### config.mk
export PLATFORM = sky130hd
export DESIGN_NAME = frame_scan_ctrl
export DESIGN_NICKNAME = d
export VERILOG_FILES = /design/src/rtl/display_pkg.sv /design/src/rtl/blank_counter.sv /design/src/rtl/frame_scan_ctrl.sv
export SDC_FILE = /design/constraint.sdc
export NUM_CORES = 1
export LEC_CHECK = 0
export ABC_AREA = 1
export BUFFER_PORTS_ARGS = -buffer_cell sky130_fd_sc_hd__buf_2
export CORE_MARGIN = 5
export CORE_UTILIZATION = 25
export CTS_CLUSTER_SIZE = 24
export DETAILED_ROUTE_END_ITERATION = 7
export PLACE_DENSITY = 0.44
export SLEW_MARGIN = 20
export SYNTH_ARGS = -nofsm -noshare
export SYNTH_HDL_FRONTEND = slang
export SYNTH_SLANG_ARGS = --single-unit
### constraint.sdc
create_clock -name clk -period 1.8 [get_ports clk]
set_input_delay 0.36 -clock clk [delete_from_list [all_inputs] [get_ports clk]]
set_output_delay 0.36 -clock clk [all_outputs]
set_load 0.005 [all_outputs]
### src/rtl/display_pkg.sv
// rtl/display_pkg.sv - shared scan state encoding and default display timing
package display_pkg;

  typedef enum logic [1:0] {
    IDLE   = 2'd0,
    ACTIVE = 2'd1,
    HBLANK = 2'd2,
    VBLANK = 2'd3
  } scan_state_t;

  localparam int unsigned H_ACTIVE_DEF = 8;
  localparam int unsigned V_ACTIVE_DEF = 8;
  localparam int unsigned H_BLANK_DEF  = 2;
  localparam int unsigned V_BLANK_DEF  = 4;

  // One counter serves both blank periods, so it must hold the longer one.
  function automatic int unsigned blank_width(input int unsigned h_blank,
                                               input int unsigned v_blank);
    int unsigned longest;
    longest = (h_blank > v_blank) ? h_blank : v_blank;
    return (longest < 1) ? 1 : $clog2(longest + 1);
  endfunction

endpackage

### src/rtl/blank_counter.sv
// rtl/blank_counter.sv - loadable down-counter with terminal count for blank periods
module blank_counter #(
  parameter int unsigned W = 2
) (
  input  logic         clk,
  input  logic         n_rst,
  input  logic         clr_i,
  input  logic         load_i,
  input  logic [W-1:0] load_val_i,
  input  logic         dec_i,
  output logic         tc_o
);

  logic [W-1:0] count_q;
  logic [W-1:0] count_d;

  always_comb begin
    count_d = count_q;
    if (clr_i) begin
      count_d = '0;
    end else if (load_i) begin
      count_d = load_val_i;
    end else if (dec_i && (count_q != '0)) begin
      count_d = count_q - 1'b1;
    end
  end

  always_ff @(posedge clk or negedge n_rst) begin
    if (!n_rst) begin
      count_q <= '0;
    end else begin
      count_q <= count_d;
    end
  end

  assign tc_o = (count_q == '0);

endmodule

### src/rtl/frame_scan_ctrl.sv
// rtl/frame_scan_ctrl.sv - raster scan sequencer: divider gating, col/row walk, syncs, pixel pull
module frame_scan_ctrl
  import display_pkg::*;
#(
  parameter int unsigned H_ACTIVE = H_ACTIVE_DEF,
  parameter int unsigned V_ACTIVE = V_ACTIVE_DEF,
  parameter int unsigned H_BLANK  = H_BLANK_DEF,
  parameter int unsigned V_BLANK  = V_BLANK_DEF,
  parameter int unsigned COL_W    = 4,
  parameter int unsigned ROW_W    = 4
) (
  input  logic             clk,
  input  logic             n_rst,
  input  logic             start,
  input  logic             abort,
  input  logic             continuous,
  input  logic             pixel_tick,
  output logic             div_enable,
  input  logic             pix_valid,
  output logic             pix_ready,
  output logic [COL_W-1:0] col,
  output logic [ROW_W-1:0] row,
  output logic             hsync,
  output logic             vsync,
  output logic             busy,
  output logic             frame_done,
  output logic             underrun
);

  localparam int unsigned BLANK_W = blank_width(H_BLANK, V_BLANK);
  localparam logic [COL_W-1:0]   COL_LAST = COL_W'(H_ACTIVE - 1);
  localparam logic [ROW_W-1:0]   ROW_LAST = ROW_W'(V_ACTIVE - 1);
  // The counter exits on terminal count, so N ticks means loading N-1.
  localparam logic [BLANK_W-1:0] HB_LOAD  = BLANK_W'(H_BLANK - 1);
  localparam logic [BLANK_W-1:0] VB_LOAD  = BLANK_W'(V_BLANK - 1);

  scan_state_t      state_q, state_d;
  logic [COL_W-1:0] col_q, col_d;
  logic [ROW_W-1:0] row_q, row_d;
  logic             hsync_q, hsync_d;
  logic             vsync_q, vsync_d;
  logic             busy_q, busy_d;
  logic             div_enable_q, div_enable_d;
  logic             frame_done_q, frame_done_d;
  logic             underrun_q, underrun_d;

  logic               bc_load;
  logic [BLANK_W-1:0] bc_load_val;
  logic               bc_dec;
  logic               bc_tc;

  blank_counter #(
    .W (BLANK_W)
  ) u_blank_counter (
    .clk        (clk),
    .n_rst      (n_rst),
    .clr_i      (abort),
    .load_i     (bc_load),
    .load_val_i (bc_load_val),
    .dec_i      (bc_dec),
    .tc_o       (bc_tc)
  );

  always_comb begin
    state_d      = state_q;
    col_d        = col_q;
    row_d        = row_q;
    hsync_d      = hsync_q;
    vsync_d      = vsync_q;
    frame_done_d = 1'b0;
    underrun_d   = 1'b0;
    bc_load      = 1'b0;
    bc_load_val  = '0;
    bc_dec       = 1'b0;

    if (abort) begin
      state_d = IDLE;
      col_d   = '0;
      row_d   = '0;
      hsync_d = 1'b0;
      vsync_d = 1'b0;
    end else begin
      unique case (state_q)
        IDLE: begin
          if (start) begin
            state_d = ACTIVE;
            col_d   = '0;
            row_d   = '0;
          end
        end

        ACTIVE: begin
          if (pixel_tick) begin
            underrun_d = ~pix_valid;
            if (col_q == COL_LAST) begin
              state_d     = HBLANK;
              hsync_d     = 1'b1;
              bc_load     = 1'b1;
              bc_load_val = HB_LOAD;
            end else begin
              col_d = col_q + 1'b1;
            end
          end
        end

        HBLANK: begin
          if (pixel_tick) begin
            if (bc_tc) begin
              hsync_d = 1'b0;
              col_d   = '0;
              if (row_q == ROW_LAST) begin
                state_d     = VBLANK;
                row_d       = '0;
                vsync_d     = 1'b1;
                bc_load     = 1'b1;
                bc_load_val = VB_LOAD;
              end else begin
                state_d = ACTIVE;
                row_d   = row_q + 1'b1;
              end
            end else begin
              bc_dec = 1'b1;
            end
          end
        end

        VBLANK: begin
          if (pixel_tick) begin
            if (bc_tc) begin
              vsync_d      = 1'b0;
              frame_done_d = 1'b1;
              state_d      = continuous ? ACTIVE : IDLE;
            end else begin
              bc_dec = 1'b1;
            end
          end
        end

        default: begin
          state_d = IDLE;
        end
      endcase
    end

    busy_d       = (state_d != IDLE);
    div_enable_d = busy_d;
  end

  always_ff @(posedge clk or negedge n_rst) begin
    if (!n_rst) begin
      state_q      <= IDLE;
      col_q        <= '0;
      row_q        <= '0;
      hsync_q      <= 1'b0;
      vsync_q      <= 1'b0;
      busy_q       <= 1'b0;
      div_enable_q <= 1'b0;
      frame_done_q <= 1'b0;
      underrun_q   <= 1'b0;
    end else begin
      state_q      <= state_d;
      col_q        <= col_d;
      row_q        <= row_d;
      hsync_q      <= hsync_d;
      vsync_q      <= vsync_d;
      busy_q       <= busy_d;
      div_enable_q <= div_enable_d;
      frame_done_q <= frame_done_d;
      underrun_q   <= underrun_d;
    end
  end

  // The only combinational output: the pixel is taken on the tick itself.
  assign pix_ready  = (state_q == ACTIVE) & pixel_tick & pix_valid;

  assign col        = col_q;
  assign row        = row_q;
  assign hsync      = hsync_q;
  assign vsync      = vsync_q;
  assign busy       = busy_q;
  assign div_enable = div_enable_q;
  assign frame_done = frame_done_q;
  assign underrun   = underrun_q;

endmodule
=== Word-level counts from Yosys, hierarchy flattened ===
Cells that the tools add are included.

* Add/sub/neg operators: 3
* Equality and inequality tests: 14
* Mux-type cells: 61
* Bitwise logic cells: 3
* Reductions and logical operators: 15

{| class="wikitable"
|+ Operators with widths
! operator !! number
|-
| 2-to-1 mux 4 bit || 10
|-
| 2-to-1 mux 1 bit || 29
|-
| inequality test 3 bit, second input constant || 9
|-
| 2-to-1 mux 2 bit || 12
|-
| nonzero test 3 bit || 5
|-
| case mux 4 bit (3 select lines) || 1
|-
| AND reduction 6 bit || 2
|-
| 2-to-1 mux 3 bit || 3
|-
| adder 4 x 1 -> 4 bit, second input constant || 2
|-
| == test 4 x 3 -> 1 bit, second input constant || 2
|-
| case mux 2 bit (4 select lines) || 1
|-
| case mux 4 bit (2 select lines) || 1
|-
| case mux 1 bit (2 select lines) || 3
|-
| AND reduction 5 bit || 1
|-
| == test 2 bit, second input constant || 2
|-
| case mux 2 bit (2 select lines) || 1
|-
| AND reduction 4 bit || 1
|-
| nonzero test 4 bit || 1
|-
| logical NOT 3 bit || 1
|-
| subtractor 3 x 1 -> 3 bit, second input constant || 1
|-
| AND 1 bit || 2
|-
| == test 2 x 1 -> 1 bit, second input constant || 1
|-
| logical NOT 2 bit || 1
|-
| nonzero test 2 bit || 1
|-
| 3 further kinds || 3
|}

* Register bits after elaboration: 18
* Input bits: 7
* Output and inout bits: 15
* Word-level logic and storage cells: 105

=== Logic depth before layout (Yosys ltp) ===
Gate-level depths: netlist of run 1.

* Depth in word-level cells: 9
* Mapped depth: 11
* Mapped depth without buffers: 11

=== Cells and area by module ===
From an unflattened synthesis of run 1, not the netlist that was laid out.

* Cell total of the unflattened synthesis: 179
* Area, all modules: 1287.5 sq um

{| class="wikitable"
|+ By module, submodules not included
! module !! times used !! cells an instance !! area each (sq um) !! sequential area each (sq um)
|-
| frame_scan_ctrl || 1 || 151 || 1082.3 || 375.4
|-
| blank_counter || 1 || 28 || 205.2 || 75.1
|}

=== Least setup slack after synthesis of run 1 ===
No wires, ideal clock.

* Path kind: reg2reg
* Start point: register state_q[0]
* End point: register row_q[3], in the netlist row[3]
* Library setup time: 117 ps
* Arrival: 1440 ps
* Data required time: 1683 ps
* Setup slack: 242 ps
* Cell stages (with the launch flop): 11
* Path buffers: 0
* Clock period less this slack: 1558 ps
* Path through: dfrtp_1 -> inv_1 -> ha_1 -> inv_1 -> nor2_2 -> nand2_2 -> nand2_2 -> a21oi_4 -> nand2_2 -> o21ai_1 -> nor2_1

* Cells in the longest elaborated chain, start to end: 3
* Elaborated cells on any way between the ends: 9
* Those cells by class: eq/ne: 4; mux: 2; reduce/logical: 3

{| class="wikitable"
|+ Ends and longest elaborated chain
! what !! line !! source
|-
| start: declaration || frame_scan_ctrl.sv:37 || <nowiki>scan_state_t state_q, state_d;</nowiki>
|-
| start signal: assignment || frame_scan_ctrl.sv:161 || <nowiki>state_q <= state_d;</nowiki>
|-
| == test 2 bit or logical NOT 2 bit (tied branches) || frame_scan_ctrl.sv:83 || <nowiki>unique case (state_q)</nowiki>
|-
| inequality test 3 bit (no line) (tied with other cells) || n/a ||
|-
| AND reduction 4 bit (no line) or 2-to-1 mux 4 bit (tied branches) || n/a ||
|-
| end signal: assignment || frame_scan_ctrl.sv:163 || <nowiki>row_q <= row_d;</nowiki>
|-
| end: declaration || frame_scan_ctrl.sv:39 || <nowiki>logic [ROW_W-1:0] row_q, row_d;</nowiki>
|}

Parallel ways exist; a longest one is shown, timed or not.
A chain may end at the register's enable or synchronous reset.

=== Worst setup path in the final report of run 1 ===
* Start point: register state_q[0]
* End point: output port pix_ready

* Cells in the longest elaborated chain, start to end: 3

{| class="wikitable"
|+ Ends and longest elaborated chain
! what !! line !! source
|-
| == test 2 x 1 -> 1 bit || frame_scan_ctrl.sv:174 || <nowiki>assign pix_ready = (state_q == ACTIVE) & pixel_tick & pix_valid;</nowiki>
|-
| AND 1 bit (2 in a row) || frame_scan_ctrl.sv:174 ||
|-
| end: declaration || frame_scan_ctrl.sv:20 || <nowiki>output logic pix_ready,</nowiki>
|}

Every way passes these cells.

==> reports/results.txt, run 1 <==
register area: 450 um^2
WL final: 2650 um
TNS Setup: 0 ns
vias per cell: 4.71
first-pass GRT wire length: 4590 um
area share of fa/ha/maj cells after synthesis: 0.0867
critical path type: reg -> out
complex-gate fraction of the synthesized area: 0.117
area of the die: 0.00608 mm^2
Leakage: 0.737 nW
largest family of logic cells by synthesized area: simple AND/OR/NAND/NOR gates
HPWL after DPL: 2090 um
most common cell after layout, fill and taps aside: nand2_1
final instance count without filler cells: 225
IO Port Bufs: 21
die height: 78.0 um
# DRC: 0
Worst Tran Pin Value: 0.425 ns
PwrDens: 1210 mW/mm^2
worst vdd ir: 0.000321 V
layout cells sized above 1: 0.237
Slowest cell on crit path: dfrtp_1
endpoint type of the worst setup path: primary output
Clock Latency Late Sink: 0.26 ns
Synth Register Bits: 18
Synth Net Count: 163
Antenna Cells: 0
CP Cell Sequence: buf_4 -> ha_1 -> and3_1 -> buf_2
Max Freq: 588 MHz
Hold Slack: 0.0238 ns
WL/cell: 11.8 um
Avg Cell Area, Syn: 7.80 um^2
most frequent cells in the layout: nand2_1, inv_1, buf_2, dfrtp_1, o21ai_1
synth warn: 0
Final min period: 1.70 ns
Hold WC Path Type: in -> async
CTS resizes: 0
Post-CTS Hold Buffers: 0
final setup fails: 0
DR iter-0 viols: 17
mapped cell area: 0.00115 mm^2
cell taking the most area after synthesis: dfrtp_1
io pins: 22
area delta synth->final: 19.2%
final slew viol count: 0
clk slew on worst S/H paths: 0.08 ns
Max Root-Sink Buffers: 2
final clock skew: 0.00538 ns
Req. time, crit path: 1.44 ns
core area: 0.00441 mm^2
Vias: 1059
CTS root buf: clkbuf_8
Worst Path Arrival: 1.34 ns
Initial Utilization: 0.262
CP max FO: 5
Pre-antenna DRT Iters: 4
multiplexer share of the synthesized area: 0
RSZ-0062 raised after global routing: false
crit start category: flip-flop
placed cell count: 221
sequential cell area fraction in the yosys report: 0.390
vias in the first global route: 1092
Synth area leaders: dfrtp_1, nand2_1, ha_1
Antenna Nets Post-Route: 0
Core Util, Final: 0.312
post-synth top area share: 0.390
grt ovf: 0
largest net degree at the start of global routing: 19
status: complete, no violations
crit share post-route: 0.944
nets: 189
Die Wd: 78.0 um
cell family with most CP delay: flip-flops
max_cap viols: 0
initial antenna violation count: 0
Syn Inst Count: 148
CTS buffer count: 3
Fillers: 479
setup bufs post-CTS: 0
H-Tree Depth: 1
std cell rows: 24
clk sinks: 18
simple-gate portion of the synthesized area: 0.294
footprint of the multi-input gates: 592 um^2
CTS tree: yes
Critical Path Max Stage Delay: 0.39 ns
post-synth cell types: 27
WP buf/inv: 2
Rel. slew slack: 0.717
Fin. Hold Viols: 0
fraction of synthesized cell area in xor and xnor cells: 0.0152
RePlAce Congestion: 0.820
overall routing resource usage: 0.0921
power by group:
| group | internal (mW) | leakage [nW] | switching, mW |
|---|---|---|---|
| clock network | 0.195 | 0.0288 | 0.153 |
| logic | 0.296 | 0.466 | 0.462 |
| registers | 0.491 | 0.242 | 0.0624 |
worst reg2reg max path, delay by kind of cell, from the launching register on:
family                     cells  cell delay, ns
adders and majority gates      1            0.19
AOI/OAI and AO/OA              1            0.13
buffers and inverters          2            0.19
DFF                            1            0.39
and+or+nand+nor                5            0.62
per-layer routing:
| layer | track usage | part of all wire |
|---|---|---|
| met1 | 0.102 | 0.44 |
| met2 | 0.164 | 0.49 |
| met3 | 0.0197 | 0.037 |
| met4 | 0.0456 | 0.025 |
| met5 | 0 | 0 |
logic make-up (layout without fill, tap and decap cells):
kind of cell / after synthesis / after routing
flops: 18 / 18
xor+xnor: 2 / 2
compound gates: 22 / 22
simple gates: 71 / 71
fa+ha+maj: 8 / 8
buf+inv: 27 / 52
final timing paths:
kind                       cells after the start          to  startpoint  slack (ns)
max                                            4   pix_ready  state_q[0]        0.10
max in group asynchronous                      1      row[2]       n_rst        1.48
min reg2reg                                    2       hsync       hsync        0.49
min                                            1  state_q[0]       n_rst        0.02
max reg2reg                                    9      col[2]  state_q[0]        0.17
min in group clk                               2    underrun   pix_valid        0.26
cell usage after synthesis:
master,number
nand2_1,33
inv_1,22
dfrtp_1,18
o21ai_1,12
nand3_1,9
ha_1,8
nor2_1,8
nand4_1,5
nand2_2,4
nor3_1,4
a21oi_1,3
inv_2,3
a31oi_1,2
nand3_2,2
nor2_2,2
xor2_1,2
a211oi_1,1
a21oi_4,1
a22oi_1,1
and3_1,1
buf_4,1
buf_6,1
nand3b_1,1
nor2_4,1
o2111ai_1,1
o21a_1,1
or2_2,1
metrics by stage:
stage / worst slack (ns) / area (um^2) / power, mW
2_1_floorplan: 0.242 / 1150 / 1.11
3_3_place_gp: 0.183 / 1320 / 1.33
3_5_place_dp: 0.191 / 1320 / 1.33
4_1_cts: 0.0956 / 1380 / 1.69
5_1_grt: 0.0197 / 1380 / 1.82
6_report: 0.100 / 1380 / 1.66
layout make-up:
type / instances / share of cell area
Multi-Input combinational cell: 103 / 0.430
Timing Repair Buffer: 23 / 0.0873
Sequential cell: 18 / 0.327
Tap cell: 52 / 0.0473
Inverter: 25 / 0.0682
Clock buffer: 4 / 0.0400
flip-flops by register name, summed over array words and instances (netlist names):
| signal | flops |
|---|---|
| hsync | 1 |
| frame_done | 1 |
| u_blank_counter.count_q | 3 |
| state_q | 2 |
| row | 4 |
| col | 4 |
| div_enable | 1 |
| underrun | 1 |
| vsync | 1 |
Note: power is estimated with default switching activity, not from simulation.
==> run 2, diff against run 1 <==
SYNTH_HIERARCHICAL = 1   (was not set)
==> run 2 against run 1 <==
Net effect:
- worst hold slack gained 0.014 ns
- critical path type is now reg -> reg
- maximum frequency grew 0.53%
- power grew 19%
- core utilization grew 3.2 points
- synthesized cell count grew 21%
- clock skew shrank 0.0027 ns
- final area grew 26%
- flip-flop and latch count is the same
==> reports/results.txt, run 2 <==
R2R Setup Slk: 0.11 ns
TNS Setup: 0 ns
nets: 237
Die Wd: 81.8 um
Clock Latency Late Sink: 0.26 ns
Hold Slack: 0.0380 ns
status: complete, no violations
final slew viol count: 0
complex-gate fraction of the synthesized area: 0.0680
# DRC: 0
HPWL after DPL: 2420 um
Worst Path Arrival: 1.89 ns
CTS tree: yes
R2R depth: 11
multiplexer share of the synthesized area: 0
Avg Cell Area, Syn: 7.19 um^2
sequential cell area fraction in the yosys report: 0.350
Vias: 1227
Antenna Nets Post-Route: 0
Fillers: 547
IO Port Bufs: 21
Leakage: 0.947 nW
Final WS setup: 0.109 ns
Slowest cell on crit path: dfrtp_2
WL final: 3250 um
Initial Utilization: 0.255
post-synth top area share: 0.350
final setup fails: 0
core area: 0.00504 mm^2
max_cap viols: 0
Max Freq: 592 MHz
cell family with most CP delay: simple AND/OR/NAND/NOR gates
cell taking the most area after synthesis: dfrtp_1
Power Total: 1.98 mW
area of the die: 0.00669 mm^2
final instance count without filler cells: 290
Critical Path Max Stage Delay: 0.43 ns
fraction of synthesized cell area in xor and xnor cells: 0.00680
layout cells sized above 1: 0.382
Post-synth EDFFs: 0
std cell rows: 26
Fin. Hold Viols: 0
vias per cell: 4.23
placed instance area: 0.00156 mm^2
CTS root buf: clkbuf_8
Antenna Cells: 0
largest net degree at the start of global routing: 19
grt ovf: 0
worst slack, placed: 0.00293 ns
asr flop ratio synth: 1.00
Max Root-Sink Buffers: 2
Post-CTS Hold Buffers: 0
worst vdd ir: 0.000599 V
Synth area leaders: dfrtp_1, nand2_1, ha_1
clk slew on worst S/H paths: 0.07 ns
area share of fa/ha/maj cells after synthesis: 0.0777
Post-synth top cells: nand2_1, inv_1, dfrtp_1
design area: 0.00173 mm^2
simple-gate portion of the synthesized area: 0.398
final clock skew: 0.00265 ns
post-synth cell types: 27
CP Cell Sequence: inv_2 -> ha_2 -> inv_2 -> buf_4 -> nand2_2 -> inv_2 -> nor4_4 -> nand2_2 -> nand2_2 -> nand3_1 -> nand2_1
synth warn: 6
RR Startpoint: state_q[0]
vias in the first global route: 1173
die height: 81.8 um
critical path type: reg -> reg
most frequent cell after synthesis: nand2_1
H-Tree Depth: 1
most frequent cells in the layout: nand2_1, buf_2, inv_1, buf_4, dfrtp_1
end of the critical path: u_blank_counter/count_q[0]
CP max FO: 4
CP startpoint: state_q[0]
Pre-antenna DRT Iters: 4
most common cell after layout, fill and taps aside: nand2_1
crit start category: flip-flop
area delta synth->final: 34.6%
crit share post-route: 0.939
Syn Inst Count: 179
PwrDens: 1140 mW/mm^2
placed cell count: 281
Req. time, crit path: 2.00 ns
Final min period: 1.69 ns
clk sinks: 18
DR iter-0 viols: 44
WL/cell: 11.2 um
Synth Register Bits: 18
mapped cell area: 0.00129 mm^2
CTS buffer count: 3
RePlAce Congestion: 0.800
endpoint type of the worst setup path: flip-flop
Critical R2R Capture: u_blank_counter/count_q[0]
CP Depth: 11
Core Util, Final: 0.344
initial antenna violation count: 0
io pins: 22
ys flop type: dfrtp_1
Synth Net Count: 194
overall routing resource usage: 0.106
largest family of logic cells by synthesized area: simple AND/OR/NAND/NOR gates
first-pass GRT wire length: 5530 um
WP buf/inv: 4
Hold WC Path Type: in -> async
run 2: cell count changes after synthesis, moves of 7 or more:
cell / change
o21ai_0: +8
o21ai_1: -12
nand3_1: +7
nand2_1: +20
nor2_1: +9
run 2: worst min-delay path by stage:
stage	endpoint	depth (start not counted)
finish	frame_done	1
global route	vsync	1
CTS	state_q[1]	1
detailed placement	vsync	1
global placement	vsync	1
floorplan	col[0]	0
run 2: cell type report:
type | count | area [um^2] | area share
tap | 70 | 87.6 | 0.0505
clock buffer | 3 | 41.3 | 0.0238
multi-input combinational | 132 | 796 | 0.459
sequential | 18 | 452 | 0.261
timing repair buffer | 41 | 259 | 0.149
inverter | 26 | 97.6 | 0.0563
run 2: timing repair:
| action | in CTS | in global routing |
|---|---|---|
| pin swaps | 0 | 9 |
| setup endpoints to repair | 3 | 5 |
| buffers inserted | 0 | 6 |
| resized for setup | 1 | 30 |
| endpoints found under the hold margin | 0 | 0 |
run 2: routing by layer:
layer	vias to the layer above	track usage	wire length [um]
met4	0	0.0299	40
met1	558	0.148	1590
met5	-	0	0
li1	642	-	-
met3	5	0.0175	118
met2	22	0.168	1510
run 2: cell families (layout without fill, tap and decap cells):
| logic type | after synthesis | after routing |
|---|---|---|
| compound gates | 16 | 16 |
| xor+xnor | 1 | 1 |
| fa+ha+maj | 8 | 8 |
| buf+inv | 29 | 70 |
| flops | 18 | 18 |
| other cells | 1 | 1 |
| simple gates | 106 | 106 |
run 2: where the power goes:
part           internal (mW)  total (mW)  switching [mW]
Clock                  0.149       0.294           0.145
Combinational          0.494        1.13           0.639
Sequential             0.491       0.557          0.0656
Total                   1.13        1.98           0.849
==> run 3, diff against run 2 <==
CORE_MARGIN = 2   (was 5)
CORE_UTILIZATION = 43   (was 25)
PLACE_DENSITY = 0.66   (was 0.44)
==> run 3 against run 2 <==
Net effect:
- power fell by 11%
- non-clock buffer count fell by 9
- flip-flop and latch count did not move
- via count fell by 3.8%
- critical path type unchanged
- largest cell class unchanged
- critical endpoint is now u_blank_counter/count_q[2]
- wire length fell by 16%
- sequential power rose by 2%
==> reports/results.txt, run 3 (synthesis results as in run 2) <==
placed instance area: 0.00146 mm^2
area delta synth->final: 21.3%
CTS root buf: clkbuf_4
final slew viol count: 0
design area: 0.00156 mm^2
WL final: 2720 um
DR iter-0 viols: 61
crit start category: flip-flop
Die Wd: 58.7 um
CTS tree: yes
nets: 228
clk sinks: 18
Max Root-Sink Buffers: 2
RSZ-0062 raised after global routing: true
H-Tree Depth: 1
# DRC: 0
final clock skew: 0.00138 ns
die height: 58.7 um
final instance count without filler cells: 243
io pins: 22
most frequent cells in the layout: nand2_1, inv_1, buf_2, dfrtp_1, nand3_1
critical path type: reg -> reg
Hold WC Path Type: in -> reg
HPWL after DPL: 2120 um
initial antenna violation count: 0
Leakage: 0.894 nW
placed cell count: 235
worst vdd ir: 0.000453 V
status: complete, no violations
core area: 0.00281 mm^2
overall routing resource usage: 0.171
Pre-antenna DRT Iters: 4
endpoint type of the worst setup path: flip-flop
worst slack, placed: -0.0735 ns
CP max FO: 8
TNS Setup: 0 ns
largest net degree at the start of global routing: 19
first-pass GRT wire length: 4530 um
clk slew on worst S/H paths: 0.11 ns
most common cell after layout, fill and taps aside: nand2_1
Max Freq: 570 MHz
Fillers: 274
CTS buffer count: 3
std cell rows: 19
IO Port Bufs: 21
RePlAce Congestion: 0.814
Final WS setup: 0.0459 ns
crit share post-route: 0.974
Clock Latency Late Sink: 0.30 ns
vias in the first global route: 1056
Fin. Hold Viols: 0
grt ovf: 0
Vias: 1180
final setup fails: 0
Antenna Nets Post-Route: 0
area of the die: 0.00345 mm^2
Final min period: 1.75 ns
layout cells sized above 1: 0.278
Req. time, crit path: 2.05 ns
PwrDens: 1130 mW/mm^2
Worst Path Arrival: 2.00 ns
vias per cell: 4.86
WL/cell: 11.2 um
max_cap viols: 0
Initial Utilization: 0.459
Antenna Cells: 0
-- run 3: power by group --
group / switching (mW) / internal, mW
clock: 0.137 / 0.124
combinational: 0.556 / 0.389
sequential: 0.0771 / 0.490
-- run 3: per-stage QoR --
step / total power [mW] / utilization / hold WS [ns]
3_5_place_dp: 1.47 / 0.520 / 0.315
2_1_floorplan: 1.21 / - / 0.0644
5_1_grt: 1.93 / 0.557 / 0.241
3_3_place_gp: 1.45 / 0.520 / 0.308
4_1_cts: 1.73 / 0.539 / 0.237
6_report: 1.77 / 0.557 / 0.233
-- run 3: area by class of cell --
cell class	instances	area (um^2)	area share
clock buffer	4	36.3	0.0232
inverter	26	97.6	0.0625
multi-input combinational	132	747	0.478
sequential	18	452	0.289
tap	31	38.8	0.0248
timing repair buffer	32	190	0.122
-- run 3: critical path, cell delays in order, from the launching register on --
cell and delay (ns):
dfrtp_1 0.36, inv_1 0.05, ha_2 0.19, ha_4 0.17, nand2_4 0.07, nor2_2 0.03, nand2_1 0.08, nand2_1 0.07
nand2_1 0.06, nor2_1 0.04, buf_4 0.17, o21ai_0 0.23, nand3_1 0.11, nand2_1 0.07
-- run 3: timing repair --
item,in CTS,in global routing
setup buffers,0,3
hold buffers,1,0
hold endpoints to repair,18,0
resized for setup,2,7
setup endpoints to repair,3,3
pin swaps,1,1
-- run 3: metal layers --
metal / track usage / vias up / wire, um
li1: - / 631 / -
met1: 0.212 / 519 / 1230
met2: 0.298 / 23 / 1360
met3: 0.0264 / 7 / 84
met4: 0.0584 / 0 / 46
met5: 0 / - / 0
-- run 3: path summary, 6_finish.rpt --
| path | startpoint | to | slack, ns | cells after the start |
|---|---|---|---|---|
| setup reg to reg | u_blank_counter/count_q[0] | u_blank_counter/count_q[2] | 0.05 | 13 |
| hold reg to reg | hsync | hsync | 0.48 | 2 |
| max in group asynchronous | n_rst | col[0] | 0.99 | 2 |
| min in group asynchronous | n_rst | row[0] | 0.50 | 2 |
| hold / removal | pix_valid | underrun | 0.23 | 2 |
| setup / recovery | u_blank_counter/count_q[0] | u_blank_counter/count_q[2] | 0.05 | 13 |
